`config.mk`:
```
export PLATFORM = sky130hd
export DESIGN_NAME = xctcmsg_wb_buffer
export DESIGN_NICKNAME = d
export VERILOG_FILES = /design/src/rtl/xctcmsg_pkg.sv /design/src/rtl/xctcmsg_wb_buffer.sv
export SDC_FILE = /design/constraint.sdc
export NUM_CORES = 1
export LEC_CHECK = 0
export CAP_MARGIN = 20
export CORE_UTILIZATION = 35
export DETAILED_ROUTE_END_ITERATION = 10
export PLACE_DENSITY_LB_ADDON = 0.3
export REMOVE_ABC_BUFFERS = 1
export SYNTH_ARGS = -nofsm -noshare
export SYNTH_HDL_FRONTEND = slang
export SYNTH_SLANG_ARGS = --single-unit
export TNS_END_PERCENT = 1
```
`constraint.sdc`:
```
create_clock -name clk -period 6.3 [get_ports clk]
set_input_delay 1.26 -clock clk [delete_from_list [all_inputs] [get_ports clk]]
set_output_delay 1.26 -clock clk [all_outputs]
set_load 0.005 [all_outputs]
```
`src/rtl/xctcmsg_pkg.sv`:
```
// Shared types for the xctcmsg writeback path.
package xctcmsg_pkg;

    localparam int unsigned VALUE_W   = 64;
    localparam int unsigned RD_W      = 5;
    localparam int unsigned ROB_TAG_W = 8;
    localparam int unsigned DROP_W    = 16;

    // Metadata carried alongside an execute-stage result
    typedef struct packed {
        logic [RD_W-1:0]      rd;
        logic                 rd_we;
        logic [ROB_TAG_W-1:0] rob_tag;
    } exe_stage_passthrough_t;

    // One buffered writeback result
    typedef struct packed {
        logic [VALUE_W-1:0]     value;
        exe_stage_passthrough_t passthrough;
    } writeback_buffer_entry_t;

endpackage

```
`src/rtl/xctcmsg_wb_buffer.sv`:
```
// Small FIFO decoupling the xctcmsg writeback arbiter from the core WB stage.
// Flush kills all entries and counts them; reset clears without counting.
module xctcmsg_wb_buffer
    import xctcmsg_pkg::*;
#(
    parameter int unsigned DEPTH = 2
) (
    input  logic                         clk,
    input  logic                         rst,
    input  logic                         flush,
    input  logic                         in_valid,
    output logic                         in_ready,
    input  logic [63:0]                  in_value,
    input  exe_stage_passthrough_t       in_passthrough,
    output logic                         out_valid,
    input  logic                         out_ready,
    output logic [63:0]                  out_value,
    output exe_stage_passthrough_t       out_passthrough,
    output logic [$clog2(DEPTH+1)-1:0]   occupancy,
    output logic [15:0]                  drop_count
);

    localparam int unsigned PTR_W = $clog2(DEPTH);
    localparam int unsigned OCC_W = $clog2(DEPTH + 1);

    writeback_buffer_entry_t mem_q [DEPTH];

    logic [PTR_W-1:0]  wr_ptr_q, wr_ptr_d;
    logic [PTR_W-1:0]  rd_ptr_q, rd_ptr_d;
    logic [OCC_W-1:0]  occupancy_q, occupancy_d;
    logic [DROP_W-1:0] drop_count_q, drop_count_d;
    logic [DROP_W:0]   drop_sum;
    logic              push;
    logic              pop;

    // Handshakes depend only on registered state, flush and reset
    always_comb begin
        in_ready  = (occupancy_q != OCC_W'(DEPTH)) && !flush && !rst;
        out_valid = (occupancy_q != OCC_W'(0)) && !flush && !rst;
        push      = in_valid && in_ready;
        pop       = out_valid && out_ready;
    end

    // Next-state for pointers, occupancy and the saturating drop counter
    always_comb begin
        wr_ptr_d     = wr_ptr_q;
        rd_ptr_d     = rd_ptr_q;
        occupancy_d  = occupancy_q;
        drop_count_d = drop_count_q;
        drop_sum     = (DROP_W+1)'(drop_count_q) + (DROP_W+1)'(occupancy_q);
        if (flush) begin
            wr_ptr_d     = '0;
            rd_ptr_d     = '0;
            occupancy_d  = '0;
            drop_count_d = drop_sum[DROP_W] ? {DROP_W{1'b1}} : drop_sum[DROP_W-1:0];
        end else begin
            if (push) wr_ptr_d = wr_ptr_q + PTR_W'(1);
            if (pop)  rd_ptr_d = rd_ptr_q + PTR_W'(1);
            case ({push, pop})
                2'b10:   occupancy_d = occupancy_q + OCC_W'(1);
                2'b01:   occupancy_d = occupancy_q - OCC_W'(1);
                default: occupancy_d = occupancy_q;
            endcase
        end
    end

    // Control state register; reset wins over flush
    always_ff @(posedge clk) begin
        if (rst) begin
            wr_ptr_q     <= '0;
            rd_ptr_q     <= '0;
            occupancy_q  <= '0;
            drop_count_q <= '0;
        end else begin
            wr_ptr_q     <= wr_ptr_d;
            rd_ptr_q     <= rd_ptr_d;
            occupancy_q  <= occupancy_d;
            drop_count_q <= drop_count_d;
        end
    end

    // Entry storage; contents of invalid slots are don't-care
    always_ff @(posedge clk) begin
        if (push) begin
            mem_q[wr_ptr_q] <= '{value: in_value, passthrough: in_passthrough};
        end
    end

    // Head entry straight from storage, no bypass
    always_comb begin
        out_value       = mem_q[rd_ptr_q].value;
        out_passthrough = mem_q[rd_ptr_q].passthrough;
        occupancy       = occupancy_q;
        drop_count      = drop_count_q;
    end

endmodule
```
==> impl_results.md, run 1 <==
* Status: complete, no violations
* Yosys reg bits at between 150 and 200
* Gr usage total at 0.139
* Root Driver: clkbuf_16
* GPL Wtd Cong at 0.810
* Share of layout cells above drive strength 1 at 0.204
* Worst hold margin at ~0.55 ns
* Die height at between 100 and 150 um
* Crit path cell chain: clkdlybuf4s50_1, nor2_1, o21a_1, clkdlybuf4s50_1
* Main synth FF type: edfxtp_1
* Crit Path Category: input port to output port
* Slew HR at 0.278
* Met1 Track Usage GR at 0.171
* Startpoint Class: input port
* Top Ports at roughly 180
* Power Total at around 2.3 mW
* Via count at 3,734
* Site Rows at a little under 50
* Core area at 18,300 um2
* Clock sinks at 177
* Largest net degree at the start of global routing at about 80
* Mapped Cells at ~360
* Synth warnings at 0
* Top area cells in the synthesized netlist: edfxtp_1, mux2_2, dfxtp_1
* Post_cts resized at 0
* CP Data Arrival Time at approximately 3 ns
* Drt drc at 0
* Fin cells at between 700 and 800
* M3 GR Usage at 0.0595
* Drt total wl at 13.3 mm
* Synth top area share at 0.707
* CTS Buffer Depth at 2
* Worst reg2reg path depth at 7
* RSZ-0062 raised after global routing: no
* Setup TNS at 0 ns
* Syn_area_per_cell at about 18 um2
* Worst reg-to-reg setup slack at 3.64 ns
* Worst R2R End: drop_count[8]
* CP Launch Point: rst
* Vias in the first global route at about 3,800
* Delay of the slowest critical-path stage at between 0.7 and 0.8 ns
* Final Hold Fails at 0
* Tcrit/Tclk final at 0.676
* P per Cell Area at ~250 nW/um2
* Seq/Total Area, Yosys at 0.770
* Total die area at 19,500 um2
* Final worst clock skew at 0.0121 ns
* Worst Setup End Kind: output port
* H-tree levels at 4
* Initial Utilization at 0.363
* CTS tree: done
* Initial antenna violation count at 0
* Post-Place Cells at around 760
* Port-buffer cells at 180
* Max-cap violations at 0
* Top cells by count, synth: edfxtp_1, mux2_2, dfxtp_1, a21oi_1, nor2_1
* Most instantiated library cell after synthesis: edfxtp_1
* Layer with the highest usage: met2
* First-pass GRT wire length at ~20 mm
* Worst Path Required at about 5.0 ns
* Worst Setup EP: in_ready
* GR Layer Usage met2 at 0.220
* Crit path max fanout at 18
* Grt total ovfl at 0
* Drt wl/cell at approximately 17 um
* DRT iter0 DRCs at roughly 220
* Final-report setup violation count at 0
* Netlist cell types at 34
* Skew-Pair Late Insertion Delay at 0.43 ns
* Final core occ at 0.504
* F_max at 0.235 GHz
* Clock slew at reported path FFs at roughly 0.07 ns
* Asr flop ratio synth at 0
* Detailed placement HPWL at 8.37 mm
* Final slew viol count at 0
* Area growth, synth to finish at 39.0%
* Cts hold-fix bufs at 0
* Worst r2r src: occupancy[0]
* Router iterations before antenna repair at 4
* Slowest cell on the critical path: clkdlybuf4s50_1
* Lkg Pwr at approximately 3.0 nW
* Antenna cells at 0
* Most used cell, CP: clkdlybuf4s50_1
* Min-Delay Path Class: register to register
* Post-synth EDFFs at between 150 and 200
* Vias/cell at about 4.7
* Number of setup buffers added after CTS at 0
* HP Start: rd_ptr_q
* CTS buffer count at 17
* Die X-Extent at between 100 and 150 um
* ANT nets after route at 0
* Peak VDD IR at between 150 and 200 uV
* Netlist Area Pre-Place at approximately 6600 um2
* Final #Nets at 638
* Final worst path period need at 4.26 ns
* Synth area leader: edfxtp_1
* Worst Max-Slew Pin Slew at 1.08 ns
where the power goes:
part	leakage, nW	internal, mW	switching (mW)	total (mW)
logic	1.12	0.0815	0.0410	0.122
registers	1.59	1.29	0.00472	1.30
clock network	0.249	0.500	0.425	0.925
logic make-up after synthesis:
group | Yosys count | synth area share
DFF | 177 | 0.770
muxes | 79 | 0.134
and+or+nand+nor | 45 | 0.0364
AOI/OAI and AO/OA | 25 | 0.0217
buffers and inverters | 20 | 0.0121
xor gates and xnor gates | 13 | 0.0172
adders and majority gates | 4 | 0.00868
metrics by stage:
| stage | instance area [um2] | setup slack [ns] |
|---|---|---|
| 2_1_floorplan | 6580 | 0.890 |
| 3_3_place_gp | 8700 | 2.06 |
| 3_5_place_dp | 8700 | 2.06 |
| 4_1_cts | 9220 | 2.06 |
| 5_1_grt | 9220 | 1.94 |
| 6_report | 9220 | 2.04 |
worst min-delay path by stage:
stage | endpoint | cells past startpoint
floorplan | register | 2
global placement | rd_ptr_q | 2
detailed placement | register | 2
CTS | register | 2
global route | drop_count[12] | 2
finish | register | 2
critical path, delay by kind of cell:
| family | cells | cell delay [ns] |
|---|---|---|
| AO/OA/AOI/OAI | 1 | 0.16 |
| AND/OR/NAND/NOR | 1 | 0.33 |
| buffers and inverters | 2 | 1.24 |
registers in the layout, summed over array words and instances (netlist names), named ones only:
register and flops:
occupancy 2, rd_ptr_q 1, wr_ptr_q 1, drop_count 16, mem_q 156
final cells by class:
class	count	area, um2
Multi-Input combinational cell	166	1460
Timing Repair Buffer	182	1820
Clock buffer	18	429
Clock inverter	13	88.8
Sequential cell	177	5110
Fill cell	1524	9050
Tap cell	229	287
Inverter	7	26.3
per-layer routing:
layer  up-vias  wire, um  part of all wire
li1       1776         -                 -
met3        18      1160             0.087
met5         -         0                 0
met4         0       183             0.014
met1      1804      5790              0.44
met2       136      6170              0.46
cells in the final DEF (no fill, tap or decap), types with 2 or more instances in the layout:
cell type        count
clkinv_1             3
nor4_1               5
or2_2                3
nand3_1              5
edfxtp_1           156
nand2_1              5
a21oi_1             14
xnor2_1             11
nor3_1               3
or3_1                4
clkinv_2             2
dfxtp_1             20
clkdlybuf4s50_1    180
clkinv_4             4
ha_1                 3
clkbuf_16           17
o21ai_0              4
xor2_1               2
a31oi_1              2
nor2_1              10
mux2_2              78
clkinvlp_4           2
inv_1                7
nor2_4               2
buf_4                2
inv_6                2
Note: power is estimated with default switching activity, not from simulation.
==> run 2: changes to the inputs <==
- clock period: 6.3 -> 4.3 ns (I/O delays scaled with it)
==> impl_results.md, run 2 (synthesized netlist as in run 1, its figures left out) <==
* Status: complete, no violations (unchanged)
* Post-Place Cells at 768 (was 761)
* Final #Nets at 645 (was 638)
* Lkg Pwr at 3.05 nW (was 2.95 nW)
* Max-cap violations at 0 (unchanged)
* Worst Path Required at 3.44 ns (was 5.04 ns)
* Crit Path Category: register to output port (was input port to output port)
* Post_cts resized at 0 (unchanged)
* HP Start: rd_ptr_q (unchanged)
* Drt wl/cell at 17.1 um (was 16.8 um)
* Largest net degree at the start of global routing at 79 (unchanged)
* Site Rows at 49 (unchanged)
* First-pass GRT wire length at 21.5 mm (was 20.5 mm)
* Peak VDD IR at 253 uV (was 185 uV)
* Cts hold-fix bufs at 0 (unchanged)
* ANT nets after route at 0 (unchanged)
* GPL Wtd Cong at 0.827 (was 0.810)
* Worst Hold Path Cells at 2 (unchanged)
* Antenna cells at 0 (unchanged)
* Setup TNS at 0 ns (unchanged)
* Vias/cell at 4.77 (was 4.71)
* CTS tree: done (unchanged)
* Drt total wl at 13.7 mm (was 13.3 mm)
* Drt drc at 0 (unchanged)
* Vias in the first global route at 3,943 (was 3,839)
* Max reg flops at 156 (unchanged)
* Core area at 18,300 um2 (unchanged)
* M1 wire length at 6.04 mm (was 5.79 mm)
* Initial Utilization at 0.363 (unchanged)
* Via count at 3,812 (was 3,734)
* Slew HR at 0.288 (was 0.278)
* WL met2 at 6.30 mm (was 6.17 mm)
* Final slew viol count at 0 (unchanged)
* Worst R2R End: drop_count[11] (was drop_count[8])
* Detailed placement HPWL at 9.14 mm (was 8.37 mm)
* Worst r2r src: occupancy[0] (unchanged)
* DP Area at 8850 um2 (was 8700 um2)
* FILL cells at 1,495 (was 1,524)
* Most common cell after layout, fill and taps aside: clkdlybuf4s50_1 (unchanged)
* Initial antenna violation count at 0 (unchanged)
* Share of layout cells above drive strength 1 at 0.222 (was 0.204)
* H-tree levels at 4 (unchanged)
* Most flop-heavy register: mem_q (unchanged)
* Skew-Pair Late Insertion Delay at 0.42 ns (was 0.43 ns)
* Final worst path period need at between 3 and 4 ns
* Top sig layer: met4 (unchanged)
* Worst Setup End Kind: output port (unchanged)
* DRT iter0 DRCs at 193 (was 216)
* Most frequent cells in the layout: clkdlybuf4s50_1, edfxtp_1, mux2_2 (unchanged)
* Router iterations before antenna repair at 4 (unchanged)
* WL met3 at 1.24 mm (was 1.16 mm)
* Total die area at 19,500 um2 (unchanged)
* Die X-Extent at 140 um (unchanged)
* Hold EP: rd_ptr_q
* Port-buffer cells at 180 (unchanged)
* Clock slew at reported path FFs at 0.07 ns (about the same)
* Final worst clock skew at 0.0110 ns (was 0.0121 ns)
* RSZ-0062 raised after global routing: no (unchanged)
* CTS buffer count at 17 (unchanged)
* Min-Delay Path Class: register to register (unchanged)
* Number of setup buffers added after CTS at 0 (unchanged)
* Startpoint Class: register (was input port)
* P per Cell Area at 380 nW/um2 (was 255 nW/um2)
* Grt total ovfl at 0 (unchanged)
* Top Ports at 181 (unchanged)
* Area growth, synth to finish at 42.3% (was 39.0%)
* Tcrit/Tclk final at 0.763
* Crit path max fanout at 78 (was 18)
* Gr usage total at 0.145 (was 0.139)
* Finished Cell Area at 9440 um2 (was 9220 um2)
* Power Total at 3.59 mW (was 2.35 mW)
* Final Hold Fails at 0 (unchanged)
* Worst reg-to-reg setup slack at 1.67 ns (was 3.64 ns)
* Worst Max-Slew Pin Slew at 1.07 ns (was 1.08 ns)
* Worst reg2reg path depth at 7 (unchanged)
* CTS Buffer Depth at 2 (unchanged)
* Final-report setup violation count at 0 (unchanged)
* Root Driver: clkbuf_16 (unchanged)
* F_max at 0.305 GHz
* CP Data Arrival Time at 2.42 ns (was 3.00 ns)
* Die height at 140 um (unchanged)
* Fin cells at 800 (was 792)
* Clock sinks at 177 (unchanged)
-- run 2: worst max path at each step --
stage	startpoint	to	slack [ns]	cells after the start
2_1_floorplan	flush	mem_q[0][0]	-0.71	3
3_3_place_gp	rst	out_valid	1.12	5
3_5_place_dp	rst	in_ready	1.13	5
4_1_cts	register	out_passthrough[10]	0.95	2
5_1_grt	register	out_value[10]	0.87	2
6_report	register	out_value[10]	1.02	2
-- run 2: worst max-delay path, stage by stage (launching register included) --
cell             delay [ns]
dfxtp_4                1.03
mux2_2                 0.42
clkdlybuf4s50_1        0.48
-- run 2: through the flow --
step	hold WS, ns	worst slack (ns)	utilization
2_1_floorplan	0.481	-0.710	-
3_3_place_gp	0.493	1.12	0.484
3_5_place_dp	0.504	1.13	0.484
4_1_cts	0.527	0.954	0.517
5_1_grt	0.554	0.872	0.517
6_report	0.518	1.02	0.517
-- run 2: power by group --
part,internal (mW),switching [mW],total [mW]
registers,1.89,0.00720,1.90
logic,0.126,0.0637,0.190
clock network,0.781,0.717,1.50
-- run 2: final cells by class --
cell class              count  area (um2)  area share
clock inverters            15         160      0.0170
flip-flops and latches    177        5110       0.541
clock buffers              17         425      0.0451
multi-input cells         166        1460       0.155
repair buffers            189        1970       0.209
inverters                   7        26.3     0.00278
well taps                 229         287      0.0304
-- run 2: routing by layer --
metal / GRT usage / vias to the layer above
met2: 0.230 / 137
li1: - / 1791
met5: 0 / -
met4: 0.0399 / 0
met3: 0.0588 / 11
met1: 0.184 / 1873
==> run 3: changes to the inputs <==
- clock period: 4.3 -> 2.66 ns (I/O delays scaled with it)
==> impl_results.md, run 3 (synthesized netlist as in run 1, its figures left out) <==
* Final worst clock skew at 0.00625 ns (was 0.0110 ns)
* CP Data Arrival Time at 1.97 ns (was 2.42 ns)
* Slowest cell on the critical path: clkdlybuf4s50_1 (was dfxtp_4)
* Worst reg2reg path depth at 8 (was 7)
* Crit Path Category: register to output port (unchanged)
* Core area at 18,300 um2 (unchanged)
* Largest net degree at the start of global routing at 36 (was 79)
* Worst R2R End: drop_count[10] (was drop_count[11])
* DP Area at 8890 um2 (was 8850 um2)
* Final Hold Fails at 0 (unchanged)
* Max-cap violations at 0 (unchanged)
* Reg area at 5110 um2 (unchanged)
* Worst Path Required at 2.13 ns (was 3.44 ns)
* Port-buffer cells at 180 (unchanged)
* Antenna cells at 0 (unchanged)
* CTS tree: done (unchanged)
* P per Cell Area at 611 nW/um2 (was 380 nW/um2)
* Worst r2r src: occupancy[0] (unchanged)
* WP buf/inv at 2 (was 1)
* Worst reg-to-reg setup slack at 0.29 ns (was 1.67 ns)
* Initial Utilization at 0.363 (unchanged)
* Vias/cell at 4.73 (was 4.77)
* Total die area at 19,500 um2 (unchanged)
* Gr usage total at 0.147 (was 0.145)
* Root Driver: clkbuf_16 (unchanged)
* Drt wl/cell at 17.1 um (about the same)
* CTS buffer count at 17 (unchanged)
* Finished Cell Area at 9530 um2 (was 9440 um2)
* Clock sinks at 177 (unchanged)
* Skew-Pair Late Insertion Delay at 0.42 ns (about the same)
* Via count at 3,836 (was 3,812)
* Tcrit/Tclk final at 0.942
* RSZ-0062 raised after global routing: no (unchanged)
* Site Rows at 49 (unchanged)
* CTS Buffer Depth at 2 (unchanged)
* Grt total ovfl at 0 (unchanged)
* Die X-Extent at 140 um (unchanged)
* Lkg Pwr at 3.11 nW (was 3.05 nW)
* Drt drc at 0 (unchanged)
* H-tree levels at 4 (unchanged)
* Top Ports at 181 (unchanged)
* Worst Setup EP: out_value[60] (was out_value[10])
* ANT nets after route at 0 (unchanged)
* Cts hold-fix bufs at 0 (unchanged)
* Worst Max-Slew Pin Slew at 0.513 ns (was 1.07 ns)
* Share of layout cells above drive strength 1 at 0.237 (was 0.222)
* Stages on the worst setup path at 3 (was 2)
* Slew HR at 0.655 (was 0.288)
* Final-report setup violation count at 0 (unchanged)
* Post_cts resized at 0 (unchanged)
* Vias in the first global route at 3,888 (was 3,943)
* First-pass GRT wire length at 21.4 mm (was 21.5 mm)
* Worst path top cell family by delay: buffers and inverters (was flip-flops)
* Most frequent cells in the layout: clkdlybuf4s50_1, edfxtp_1, mux2_2 (unchanged)
* Area growth, synth to finish at 43.7% (was 42.3%)
* DRT iter0 DRCs at 182 (was 193)
* FILL cells at 1,530 (was 1,495)
* Status: complete, no violations (unchanged)
* Most flop-heavy register: mem_q (unchanged)
* Worst Setup End Kind: output port (unchanged)
* Peak VDD IR at 434 uV (was 253 uV)
* GPL Wtd Cong at 0.836 (was 0.827)
* Delay of the slowest critical-path stage at 0.49 ns (was 1.03 ns)
* Most common cell after layout, fill and taps aside: clkdlybuf4s50_1 (unchanged)
* Min-Delay Path Class: register to register (unchanged)
* Startpoint Class: register (unchanged)
* Crit path max fanout at 34 (was 78)
* Area of the multi-input gates at 1460 um2 (unchanged)
* Max reg flops at 156 (unchanged)
* Final slew viol count at 0 (unchanged)
* Final core occ at 0.522 (was 0.517)
* Number of setup buffers added after CTS at 0 (unchanged)
* F_max at 0.399 GHz
* Final #Nets at 657 (was 645)
* Detailed placement HPWL at 9.51 mm (was 9.14 mm)
* Clock slew at reported path FFs at 0.06 ns (was 0.07 ns)
* Die height at 140 um (unchanged)
* Router iterations before antenna repair at 4 (unchanged)
* Initial antenna violation count at 0 (unchanged)
* Final worst path period need at between 2 and 3 ns
* Drt total wl at 13.9 mm (was 13.7 mm)
* Crit path cell chain: buf_12, mux2_2, clkdlybuf4s50_1 (was mux2_2, clkdlybuf4s50_1)
run 3: changes by cell type in the layout (fill, tap and decap cells not counted), sizes merged:
cell	before	now
inv	16	9
bufinv	0	2
clkinv	5	9
buf	9	21
run 3: worst register-to-register path, delay by kind of cell, from the launching register on:
kind / cells / cell delay (ns)
buf+inv: 2 / 0.25
simple gates: 3 / 0.83
fa+ha+maj: 2 / 0.60
compound gates: 1 / 0.16
flops: 1 / 0.47
run 3: worst min-delay path by stage:
| stage | startpoint | end | slack (ns) | cells after the start |
|---|---|---|---|---|
| after floorplan | rd_ptr_q | register | 0.48 | 2 |
| after global placement | rd_ptr_q | rd_ptr_q | 0.51 | 2 |
| after detailed placement | rd_ptr_q | rd_ptr_q | 0.50 | 2 |
| after CTS | rd_ptr_q | register | 0.52 | 2 |
| after global routing | rd_ptr_q | rd_ptr_q | 0.58 | 2 |
| final | rd_ptr_q | rd_ptr_q | 0.52 | 2 |
run 3: layout make-up:
| class | count | share of cell area |
|---|---|---|
| Sequential cell | 177 | 0.536 |
| Timing Repair Buffer | 201 | 0.216 |
| Multi-Input combinational cell | 166 | 0.153 |
| Clock buffer | 17 | 0.0446 |
| Tap cell | 229 | 0.0301 |
| Clock inverter | 14 | 0.0171 |
| Inverter | 7 | 0.00276 |
run 3: metrics by stage:
step / setup WS [ns] / std cells / hold slack [ns] / TNS [ns] / power, mW
final: 0.155 / 811 / 0.521 / 0 / 5.82
after global placement: 0.220 / 773 / 0.509 / 0 / 3.43
after global routing: 0.0724 / 811 / 0.581 / 0 / 6.03
after CTS: 0.0177 / 804 / 0.520 / 0 / 5.89
after floorplan: -2.02 / 350 / 0.481 / -338.22 / 3.20
after detailed placement: 0.200 / 773 / 0.503 / 0 / 3.44
run 3: layer usage:
metal	routed length, um	GRT usage	part of all wire	vias up
li1	-	-	-	1811
met3	1020	0.0489	0.073	16
met1	6100	0.186	0.44	1872
met5	0	0	0	-
met4	212	0.0630	0.015	0
met2	6530	0.231	0.47	137
run 3: power breakdown:
part	leakage, nW	switching, mW	internal, mW
Sequential	1.59	0.0107	3.07
Clock	0.288	1.04	1.39
Combinational	1.24	0.104	0.202
Total	3.11	1.16	4.66
